File: config.mk
export PLATFORM = sky130hd
export DESIGN_NAME = i2c_slave_duplex
export DESIGN_NICKNAME = d
export VERILOG_FILES = /design/src/rtl/i2c_duplex_pkg.sv /design/src/rtl/i2c_sync_fifo.sv /design/src/rtl/i2c_slave_duplex.sv
export SDC_FILE = /design/constraint.sdc
export NUM_CORES = 1
export LEC_CHECK = 0
export ABC_AREA = 1
export CORE_MARGIN = 10
export CORE_UTILIZATION = 55
export DETAILED_ROUTE_END_ITERATION = 16
export PLACE_DENSITY = 0.78
export SLEW_MARGIN = 20
export SYNTH_ARGS = -nofsm -noshare
export SYNTH_HDL_FRONTEND = slang
export SYNTH_SLANG_ARGS = --single-unit
File: constraint.sdc
create_clock -name clk -period 2.9 [get_ports clk]
set_input_delay 0.725 -clock clk [delete_from_list [all_inputs] [get_ports clk]]
set_output_delay 0.725 -clock clk [all_outputs]
set_load 0.005 [all_outputs]
File: src/rtl/i2c_duplex_pkg.sv
// Shared types and bus constants for the duplex I2C target.
// FSM state encoding plus ACK/NACK levels and byte length.
package i2c_duplex_pkg;

  typedef enum logic [2:0] {
    IDLE,
    ADDR,
    ADDR_ACK,
    RX_BYTE,
    RX_ACK,
    TX_BYTE,
    TX_ACKCHK,
    WAIT_STOP
  } state_t;

  localparam logic I2C_ACK  = 1'b0;
  localparam logic I2C_NACK = 1'b1;
  localparam int   I2C_BITS = 8;

endpackage

File: src/rtl/i2c_sync_fifo.sv
// Circular first-word-fall-through FIFO with registered flags.
// Head reads as zero while empty.
module i2c_sync_fifo #(
  parameter int DEPTH = 8,
  parameter int WIDTH = 8
) (
  input  logic             clk,
  input  logic             n_rst,
  input  logic             push,
  input  logic [WIDTH-1:0] push_data,
  input  logic             pop,
  output logic [WIDTH-1:0] head,
  output logic             empty,
  output logic             full
);

  localparam int AW = $clog2(DEPTH);
  localparam int CW = AW + 1;

  logic [WIDTH-1:0] mem [DEPTH];
  logic [AW-1:0]    wr_ptr;
  logic [AW-1:0]    rd_ptr;
  logic [CW-1:0]    count;
  logic [CW-1:0]    count_n;
  logic             do_push;
  logic             do_pop;

  assign do_push = push && !full;
  assign do_pop  = pop && !empty;
  assign head    = empty ? '0 : mem[rd_ptr];

  always_comb begin
    count_n = count;
    if (do_push && !do_pop) count_n = count + CW'(1);
    if (do_pop && !do_push) count_n = count - CW'(1);
  end

  always_ff @(posedge clk) begin
    if (!n_rst) begin
      wr_ptr <= '0;
      rd_ptr <= '0;
      count  <= '0;
      empty  <= 1'b1;
      full   <= 1'b0;
    end else begin
      if (do_push) wr_ptr <= wr_ptr + AW'(1);
      if (do_pop) rd_ptr <= rd_ptr + AW'(1);
      count <= count_n;
      empty <= (count_n == '0);
      full  <= (count_n == CW'(DEPTH));
    end
  end

  always_ff @(posedge clk) begin
    if (do_push) mem[wr_ptr] <= push_data;
  end

endmodule

File: src/rtl/i2c_slave_duplex.sv
// I2C target with FIFO-buffered master-write and master-read paths.
// Bus pins are synchronised, edge-detected, then drive a bit-level FSM.
module i2c_slave_duplex
  import i2c_duplex_pkg::*;
#(
  parameter logic [6:0] SLAVE_ADDR    = 7'h78,
  parameter int         TX_DEPTH      = 8,
  parameter int         RX_DEPTH      = 8,
  parameter logic [7:0] UNDERRUN_BYTE = 8'hFF
) (
  input  logic       clk,
  input  logic       n_rst,
  input  logic       scl,
  input  logic       sda_in,
  output logic       sda_out,
  input  logic       write_enable,
  input  logic [7:0] write_data,
  output logic       tx_fifo_empty,
  output logic       tx_fifo_full,
  input  logic       read_enable,
  output logic [7:0] read_data,
  output logic       rx_fifo_empty,
  output logic       rx_fifo_full,
  output logic       tx_underrun,
  output logic       rx_overrun,
  output logic       busy
);

  logic scl_s1, scl_s2, scl_s3;
  logic sda_s1, sda_s2, sda_s3;
  logic scl_rise, scl_fall;
  logic start_det, stop_det;
  logic sda_bit;

  state_t     state, state_n;
  logic [3:0] bit_cnt, cnt_n;
  logic [7:0] shreg, sh_n;
  logic       rw, rw_n;
  logic       sda_q, sda_n;
  logic       busy_q, busy_n;
  logic       under_q, under_n;
  logic       over_q, over_n;

  logic       tx_pop;
  logic [7:0] tx_head;
  logic       rx_push;
  logic [7:0] rx_byte;
  logic [7:0] load_byte;
  logic       do_load;

  i2c_sync_fifo #(.DEPTH(TX_DEPTH), .WIDTH(I2C_BITS)) u_tx_fifo (
    .clk       (clk),
    .n_rst     (n_rst),
    .push      (write_enable),
    .push_data (write_data),
    .pop       (tx_pop),
    .head      (tx_head),
    .empty     (tx_fifo_empty),
    .full      (tx_fifo_full)
  );

  i2c_sync_fifo #(.DEPTH(RX_DEPTH), .WIDTH(I2C_BITS)) u_rx_fifo (
    .clk       (clk),
    .n_rst     (n_rst),
    .push      (rx_push),
    .push_data (rx_byte),
    .pop       (read_enable),
    .head      (read_data),
    .empty     (rx_fifo_empty),
    .full      (rx_fifo_full)
  );

  // Third stage of each chain is the history for edge detection.
  always_ff @(posedge clk) begin
    if (!n_rst) begin
      {scl_s1, scl_s2, scl_s3} <= 3'b111;
      {sda_s1, sda_s2, sda_s3} <= 3'b111;
      scl_rise  <= 1'b0;
      scl_fall  <= 1'b0;
      start_det <= 1'b0;
      stop_det  <= 1'b0;
      sda_bit   <= 1'b1;
    end else begin
      scl_s1    <= scl;
      scl_s2    <= scl_s1;
      scl_s3    <= scl_s2;
      sda_s1    <= sda_in;
      sda_s2    <= sda_s1;
      sda_s3    <= sda_s2;
      scl_rise  <= scl_s2 & ~scl_s3;
      scl_fall  <= ~scl_s2 & scl_s3;
      start_det <= scl_s2 & scl_s3 & sda_s3 & ~sda_s2;
      stop_det  <= scl_s2 & scl_s3 & ~sda_s3 & sda_s2;
      sda_bit   <= sda_s2;
    end
  end

  always_ff @(posedge clk) begin
    if (!n_rst) begin
      state   <= IDLE;
      bit_cnt <= '0;
      shreg   <= '0;
      rw      <= 1'b0;
      sda_q   <= 1'b1;
      busy_q  <= 1'b0;
      under_q <= 1'b0;
      over_q  <= 1'b0;
    end else begin
      state   <= state_n;
      bit_cnt <= cnt_n;
      shreg   <= sh_n;
      rw      <= rw_n;
      sda_q   <= sda_n;
      busy_q  <= busy_n;
      under_q <= under_n;
      over_q  <= over_n;
    end
  end

  assign rx_byte   = {shreg[6:0], sda_bit};
  assign load_byte = tx_fifo_empty ? UNDERRUN_BYTE : tx_head;

  always_comb begin
    state_n = state;
    cnt_n   = bit_cnt;
    sh_n    = shreg;
    rw_n    = rw;
    sda_n   = sda_q;
    busy_n  = busy_q;
    under_n = 1'b0;
    over_n  = 1'b0;
    tx_pop  = 1'b0;
    rx_push = 1'b0;
    do_load = 1'b0;
    if (stop_det) begin
      state_n = IDLE;
      sda_n   = 1'b1;
      busy_n  = 1'b0;
    end else if (start_det) begin
      state_n = ADDR;
      cnt_n   = '0;
      sda_n   = 1'b1;
    end else begin
      unique case (state)
        IDLE: ;
        ADDR: if (scl_rise) begin
          sh_n  = rx_byte;
          cnt_n = bit_cnt + 4'd1;
          if (bit_cnt == 4'd7) begin
            if (rx_byte[7:1] == SLAVE_ADDR) begin
              state_n = ADDR_ACK;
              busy_n  = 1'b1;
              rw_n    = rx_byte[0];
            end else begin
              state_n = WAIT_STOP;
              busy_n  = 1'b0;
            end
          end
        end
        ADDR_ACK: if (scl_fall) begin
          if (bit_cnt == 4'd8) begin
            sda_n = I2C_ACK;
            cnt_n = 4'd9;
          end else if (rw) begin
            do_load = 1'b1;
          end else begin
            sda_n   = 1'b1;
            cnt_n   = '0;
            state_n = RX_BYTE;
          end
        end
        RX_BYTE: if (scl_rise) begin
          sh_n  = rx_byte;
          cnt_n = bit_cnt + 4'd1;
          if (bit_cnt == 4'd7) begin
            if (!rx_fifo_full) begin
              rx_push = 1'b1;
              state_n = RX_ACK;
            end else begin
              over_n  = 1'b1;
              busy_n  = 1'b0;
              state_n = WAIT_STOP;
            end
          end
        end
        RX_ACK: if (scl_fall) begin
          if (bit_cnt == 4'd8) begin
            sda_n = I2C_ACK;
            cnt_n = 4'd9;
          end else begin
            sda_n   = 1'b1;
            cnt_n   = '0;
            state_n = RX_BYTE;
          end
        end
        TX_BYTE: if (scl_fall) begin
          if (bit_cnt == 4'd8) begin
            sda_n   = I2C_NACK;
            state_n = TX_ACKCHK;
          end else begin
            sda_n = shreg[6];
            sh_n  = {shreg[6:0], 1'b0};
            cnt_n = bit_cnt + 4'd1;
          end
        end
        // bit_cnt==9 marks that the master acknowledged the last byte.
        TX_ACKCHK: begin
          if (scl_rise) begin
            if (sda_bit == I2C_ACK) begin
              cnt_n = 4'd9;
            end else begin
              busy_n  = 1'b0;
              state_n = WAIT_STOP;
            end
          end else if (scl_fall && bit_cnt == 4'd9) begin
            do_load = 1'b1;
          end
        end
        WAIT_STOP: ;
        default: state_n = IDLE;
      endcase
      if (do_load) begin
        tx_pop  = !tx_fifo_empty;
        under_n = tx_fifo_empty;
        sh_n    = load_byte;
        sda_n   = load_byte[7];
        cnt_n   = 4'd1;
        state_n = TX_BYTE;
      end
    end
  end

  assign sda_out     = sda_q;
  assign busy        = busy_q;
  assign tx_underrun = under_q;
  assign rx_overrun  = over_q;

endmodule

==> metrics.txt <==
# TYPE chip_impl_metric gauge
chip_impl_metric{name="cts-root-to-sink-buffers",unit=""} 2
chip_impl_metric{name="number_of_buffer_and_inverter_stages_on_the_critical_path",unit=""} 3
chip_impl_metric{name="global_route.usage.total",unit="%"} 17.9
chip_impl_metric{name="pwr-share-seq",unit="%"} 47.5
chip_impl_info{name="critical-path-top-delay-family",value="buffers and inverters"} 1
chip_impl_info{name="synthFlopType",value="sky130_fd_sc_hd__edfxtp_1"} 1
chip_impl_metric{name="first_pass_iters",unit=""} 5
chip_impl_metric{name="grt_start_max_net_pins",unit=""} 35
chip_impl_metric{name="worst_ep_required_time",unit="ns"} 2.17
chip_impl_metric{name="power_frac_comb",unit="%"} 20.6
chip_impl_metric{name="ir_drop",unit="mV"} 0.567
chip_impl_metric{name="boundaryPins",unit=""} 30
chip_impl_metric{name="synth.top_cell.area_share",unit="%"} 47.0
chip_impl_info{name="rr_startpoint",value="bit_cnt[0]"} 1
chip_impl_metric{name="routing_usage_on_met3",unit="%"} 4.67
chip_impl_metric{name="synth_edf_count",unit=""} 128
chip_impl_metric{name="initial_utilization",unit="%"} 56.2
chip_impl_metric{name="cts_bufs_inserted",unit=""} 17
chip_impl_metric{name="tightest_slew",unit="ns"} 0.603
chip_impl_metric{name="htree_num_levels",unit=""} 4
chip_impl_metric{name="final.setup_skew",unit="ns"} 0.0112
chip_impl_metric{name="cells_after_synthesis",unit=""} 847
chip_impl_info{name="crit_path_end",value="read_data[6]"} 1
chip_impl_info{name="hold_path_class",value="reg -> reg"} 1
chip_impl_metric{name="wl_per_cell",unit="um"} 16.4
chip_impl_metric{name="asyncSetResetFlopFracSynth",unit="%"} 0
chip_impl_metric{name="synth-compound-area-share",unit="%"} 9.45
chip_impl_info{name="critPathSlowestCell",value="sky130_fd_sc_hd__clkdlybuf4s50_1"} 1
chip_impl_metric{name="via_per_inst",unit=""} 5.59
chip_impl_metric{name="netSwitchingPower",unit="mW"} 1.99
chip_impl_metric{name="achievable-frequency",unit="GHz"} 0.359
chip_impl_metric{name="aggregate_negative_setup_slack",unit="ns"} 0
chip_impl_metric{name="logic_depth_of_the_worst_path_buffers_included",unit=""} 7
chip_impl_metric{name="utilization",unit="%"} 65.1
chip_impl_info{name="crit_chain",value="inv_2 -> buf_12 -> nor2_1 -> o22ai_1 -> o21ai_0 -> a31oi_1 -> clkdlybuf4s50_1"} 1
chip_impl_metric{name="final_net_count",unit=""} 932
chip_impl_metric{name="slew_headroom",unit="%"} 59.5
chip_impl_metric{name="fraction_of_the_cycle_the_final_worst_path_needs",unit="%"} 96.1
chip_impl_metric{name="synth.lib_cells_used.distinct",unit=""} 40
chip_impl_metric{name="area_share_of_fa_ha_maj_cells_after_synthesis",unit="%"} 2.45
chip_impl_metric{name="gr-usage-met2",unit="%"} 28.5
chip_impl_metric{name="switching_share",unit="%"} 28.9
chip_impl_metric{name="internal_power",unit="mW"} 4.91
chip_impl_metric{name="antenna_violations_before_repair",unit=""} 0
chip_impl_info{name="path_class",value="reg -> out"} 1
chip_impl_metric{name="clock_insertion_delay_worst_skew",unit="ns"} 0.43
chip_impl_metric{name="simple_gate_fraction_of_synth_area",unit="%"} 21.2
chip_impl_info{name="timing.critical_path.to_type",value="primary output"} 1
chip_impl_metric{name="antenna_diode_instance_count",unit=""} 0
chip_impl_info{name="synthDominantAreaCellType",value="sky130_fd_sc_hd__edfxtp_1"} 1
chip_impl_metric{name="die_y",unit="um"} 142
chip_impl_metric{name="drv.max_cap_violation_count",unit=""} 0
chip_impl_info{name="outcome",value="finished, final reports clean"} 1
chip_impl_metric{name="port-buffer-count",unit=""} 29
chip_impl_metric{name="dpl_cell_area",unit="um^2"} 8780
chip_impl_metric{name="hold_slack",unit="ns"} 0.420
chip_impl_metric{name="via_count",unit=""} 6139
chip_impl_info{name="hold_path_startpoint",value="sda_s1"} 1
chip_impl_info{name="clk_tree_root_cell",value="sky130_fd_sc_hd__clkbuf_16"} 1
chip_impl_metric{name="r2r.worst_path.cells",unit=""} 8
chip_impl_metric{name="synth_sequential_area_ratio",unit="%"} 61.5
chip_impl_info{name="start_kind",value="flop"} 1
chip_impl_info{name="cts_tree",value="done"} 1
chip_impl_metric{name="timing_max_transition_violations_final",unit=""} 0
chip_impl_info{name="synth_common_cells",value="sky130_fd_sc_hd__nand2_1 (152), sky130_fd_sc_hd__edfxtp_1 (128), sky130_fd_sc_hd__nor2_1 (112)"} 1
chip_impl_metric{name="final_hold_viol_count",unit=""} 0
chip_impl_metric{name="dr.first_iter.drc_count",unit=""} 587
chip_impl_metric{name="die_x",unit="um"} 142
chip_impl_metric{name="cp_data_arrival_time",unit="ns"} 2.06
chip_impl_metric{name="clock-sinks",unit=""} 187
chip_impl_metric{name="pwr_density_cell",unit="nW/um^2"} 730
chip_impl_metric{name="synth.yosys.warnings",unit=""} 0
chip_impl_metric{name="power",unit="mW"} 6.91
chip_impl_info{name="timing.rr.end",value="u_rx_fifo.mem[1][3]"} 1
chip_impl_info{name="synth.top_cells.by_area",value="sky130_fd_sc_hd__edfxtp_1 (47%), sky130_fd_sc_hd__dfxtp_1 (14%), sky130_fd_sc_hd__nand2_1 (7.0%)"} 1
chip_impl_metric{name="clkPwrFrac",unit="%"} 31.8
chip_impl_metric{name="floorplan.rows",unit=""} 44
chip_impl_metric{name="die_area",unit="um^2"} 20100
chip_impl_metric{name="core_area",unit="um^2"} 14500
chip_impl_metric{name="globalRouteOverflowTotal",unit=""} 0
chip_impl_metric{name="drc_violations_left",unit=""} 0
chip_impl_metric{name="postSynthRegisterBits",unit=""} 187
chip_impl_metric{name="r2r_slack",unit="ns"} 0.71
chip_impl_metric{name="postRouteWirelength",unit="mm"} 18.0
chip_impl_metric{name="mappedNetlistArea",unit="um^2"} 8170
chip_impl_metric{name="clk_pin_slew",unit="ns"} 0.06
chip_impl_metric{name="hpwl",unit="mm"} 11.8
chip_impl_metric{name="muxShareOfSynthArea",unit="%"} 0
chip_impl_metric{name="hold-path-cell-count",unit=""} 1
chip_impl_info{name="synth_top_family_by_area",value="simple AND/OR/NAND/NOR gates"} 1
chip_impl_info{name="gr-max-usage-layer",value="met2"} 1
chip_impl_metric{name="layout.cell_area.non_filler",unit="um^2"} 9460
chip_impl_info{name="synth.most_common_cell",value="sky130_fd_sc_hd__nand2_1"} 1
chip_impl_metric{name="drt.antenna.violating_nets",unit=""} 0
chip_impl_metric{name="post_route_cells_drive_above_1_share",unit="%"} 10.4
chip_impl_metric{name="path_max_fanout",unit=""} 28
chip_impl_metric{name="met1_usage",unit="%"} 23.0
chip_impl_metric{name="syn_to_final_growth",unit="%"} 15.7
chip_impl_metric{name="synth_xor_xnor_area_share",unit="%"} 0.536
chip_impl_metric{name="cp_slowest_stage_delay",unit="ns"} 0.52
chip_impl_metric{name="post-route-min-period",unit="ns"} 2.79
chip_impl_metric{name="gp_congestion",unit=""} 0.937
chip_impl_metric{name="report.final.setup_viol",unit=""} 0
chip_impl_metric{name="first_global_vias",unit=""} 5648
chip_impl_metric{name="wire_length_of_the_first_global_routing_pass",unit="mm"} 28.6
chip_impl_metric{name="power_leakage",unit="nW"} 3.72
chip_impl_metric{name="synth.avg_cell_area",unit="um^2"} 9.65
chip_impl_metric{name="synth_fp_nets",unit=""} 877
-- layer usage --
layer	up-vias	part of all wire, %
met3	31	6.8
met5	-	0
li1	3015	-
met4	0	1.7
met1	2875	43
met2	218	49
-- worst min-delay path by stage --
stage	to	slack, ns
after global routing	sda_s2	0.44
after global placement	sda_s2	0.40
after floorplan	scl_s2	0.39
after detailed placement	sda_s2	0.41
final	sda_s2	0.42
after CTS	sda_s2	0.42
-- per-stage QoR --
step,instances,setup WS [ns]
CTS,1095,0.00201
detailed placement,1060,0.369
global placement,1060,0.451
floorplan,847,0.732
global route,1099,-0.0164
finish,1099,0.114
-- flip-flops by register name, summed over array words and instances, names as in the netlist, 3 cells and up, named ones only --
signal	cells
u_tx_fifo.count	4
shreg	7
u_rx_fifo.mem	64
state	3
u_tx_fifo.rd_ptr	3
bit_cnt	4
u_rx_fifo.wr_ptr	3
u_rx_fifo.rd_ptr	3
u_tx_fifo.wr_ptr	3
u_tx_fifo.mem	64
u_rx_fifo.count	4
-- kinds of logic (layout without fill, tap and decap cells) --
logic type	Yosys count	after routing
flip-flops	187	187
AND/OR/NAND/NOR	392	392
adder cells (fa/ha/maj)	16	16
buffers and inverters	103	171
XOR/XNOR	5	5
AO/OA/AOI/OAI	144	144
-- layout by cell type (no fill, tap or decap), types with 5 or more instances in the layout --
cell type	netlist	final
sky130_fd_sc_hd__inv_1	71	69
sky130_fd_sc_hd__nand4_1	7	7
sky130_fd_sc_hd__or2_2	5	5
sky130_fd_sc_hd__ha_1	16	16
sky130_fd_sc_hd__clkdlybuf4s50_1	0	25
sky130_fd_sc_hd__buf_4	0	30
sky130_fd_sc_hd__clkbuf_16	0	18
sky130_fd_sc_hd__o21ai_1	7	8
sky130_fd_sc_hd__edfxtp_1	128	128
sky130_fd_sc_hd__dfxtp_1	59	57
sky130_fd_sc_hd__a21oi_1	32	32
sky130_fd_sc_hd__a31oi_1	15	15
sky130_fd_sc_hd__nand3_1	75	75
sky130_fd_sc_hd__o21ai_0	77	76
sky130_fd_sc_hd__o22ai_1	8	8
sky130_fd_sc_hd__nor2_2	6	6
sky130_fd_sc_hd__nor3_1	17	17
sky130_fd_sc_hd__nand2_1	152	152
sky130_fd_sc_hd__nor2_1	112	112
sky130_fd_sc_hd__nand2_2	6	6
-- layout make-up --
| type | instances | area [um^2] |
|---|---|---|
| inverters | 76 | 292 |
| fillers | 1127 | 5080 |
| flip-flops and latches | 187 | 5030 |
| well taps | 184 | 230 |
| repair buffers | 63 | 602 |
| clock buffers | 19 | 433 |
| clock inverters | 13 | 126 |
| multi-input cells | 557 | 2750 |
-- power groups by stage --
stage                     combinational [mW]  sequential (mW)  clock (mW)
final                                   1.43             3.28        2.20
after global routing                    1.61             3.31        2.36
after CTS                               1.38             3.28        2.23
after detailed placement                1.33             3.33           0
after global placement                  1.30             3.32           0
after floorplan                        0.938             3.26           0
-- timing repair --
item	4_1_cts	5_1_grt
buffers inserted	3	3
gates cloned	0	1
hold buffers	0	0
gates resized for setup	9	7
setup endpoints to repair	5	8
Note: power is estimated with default switching activity, not from simulation.
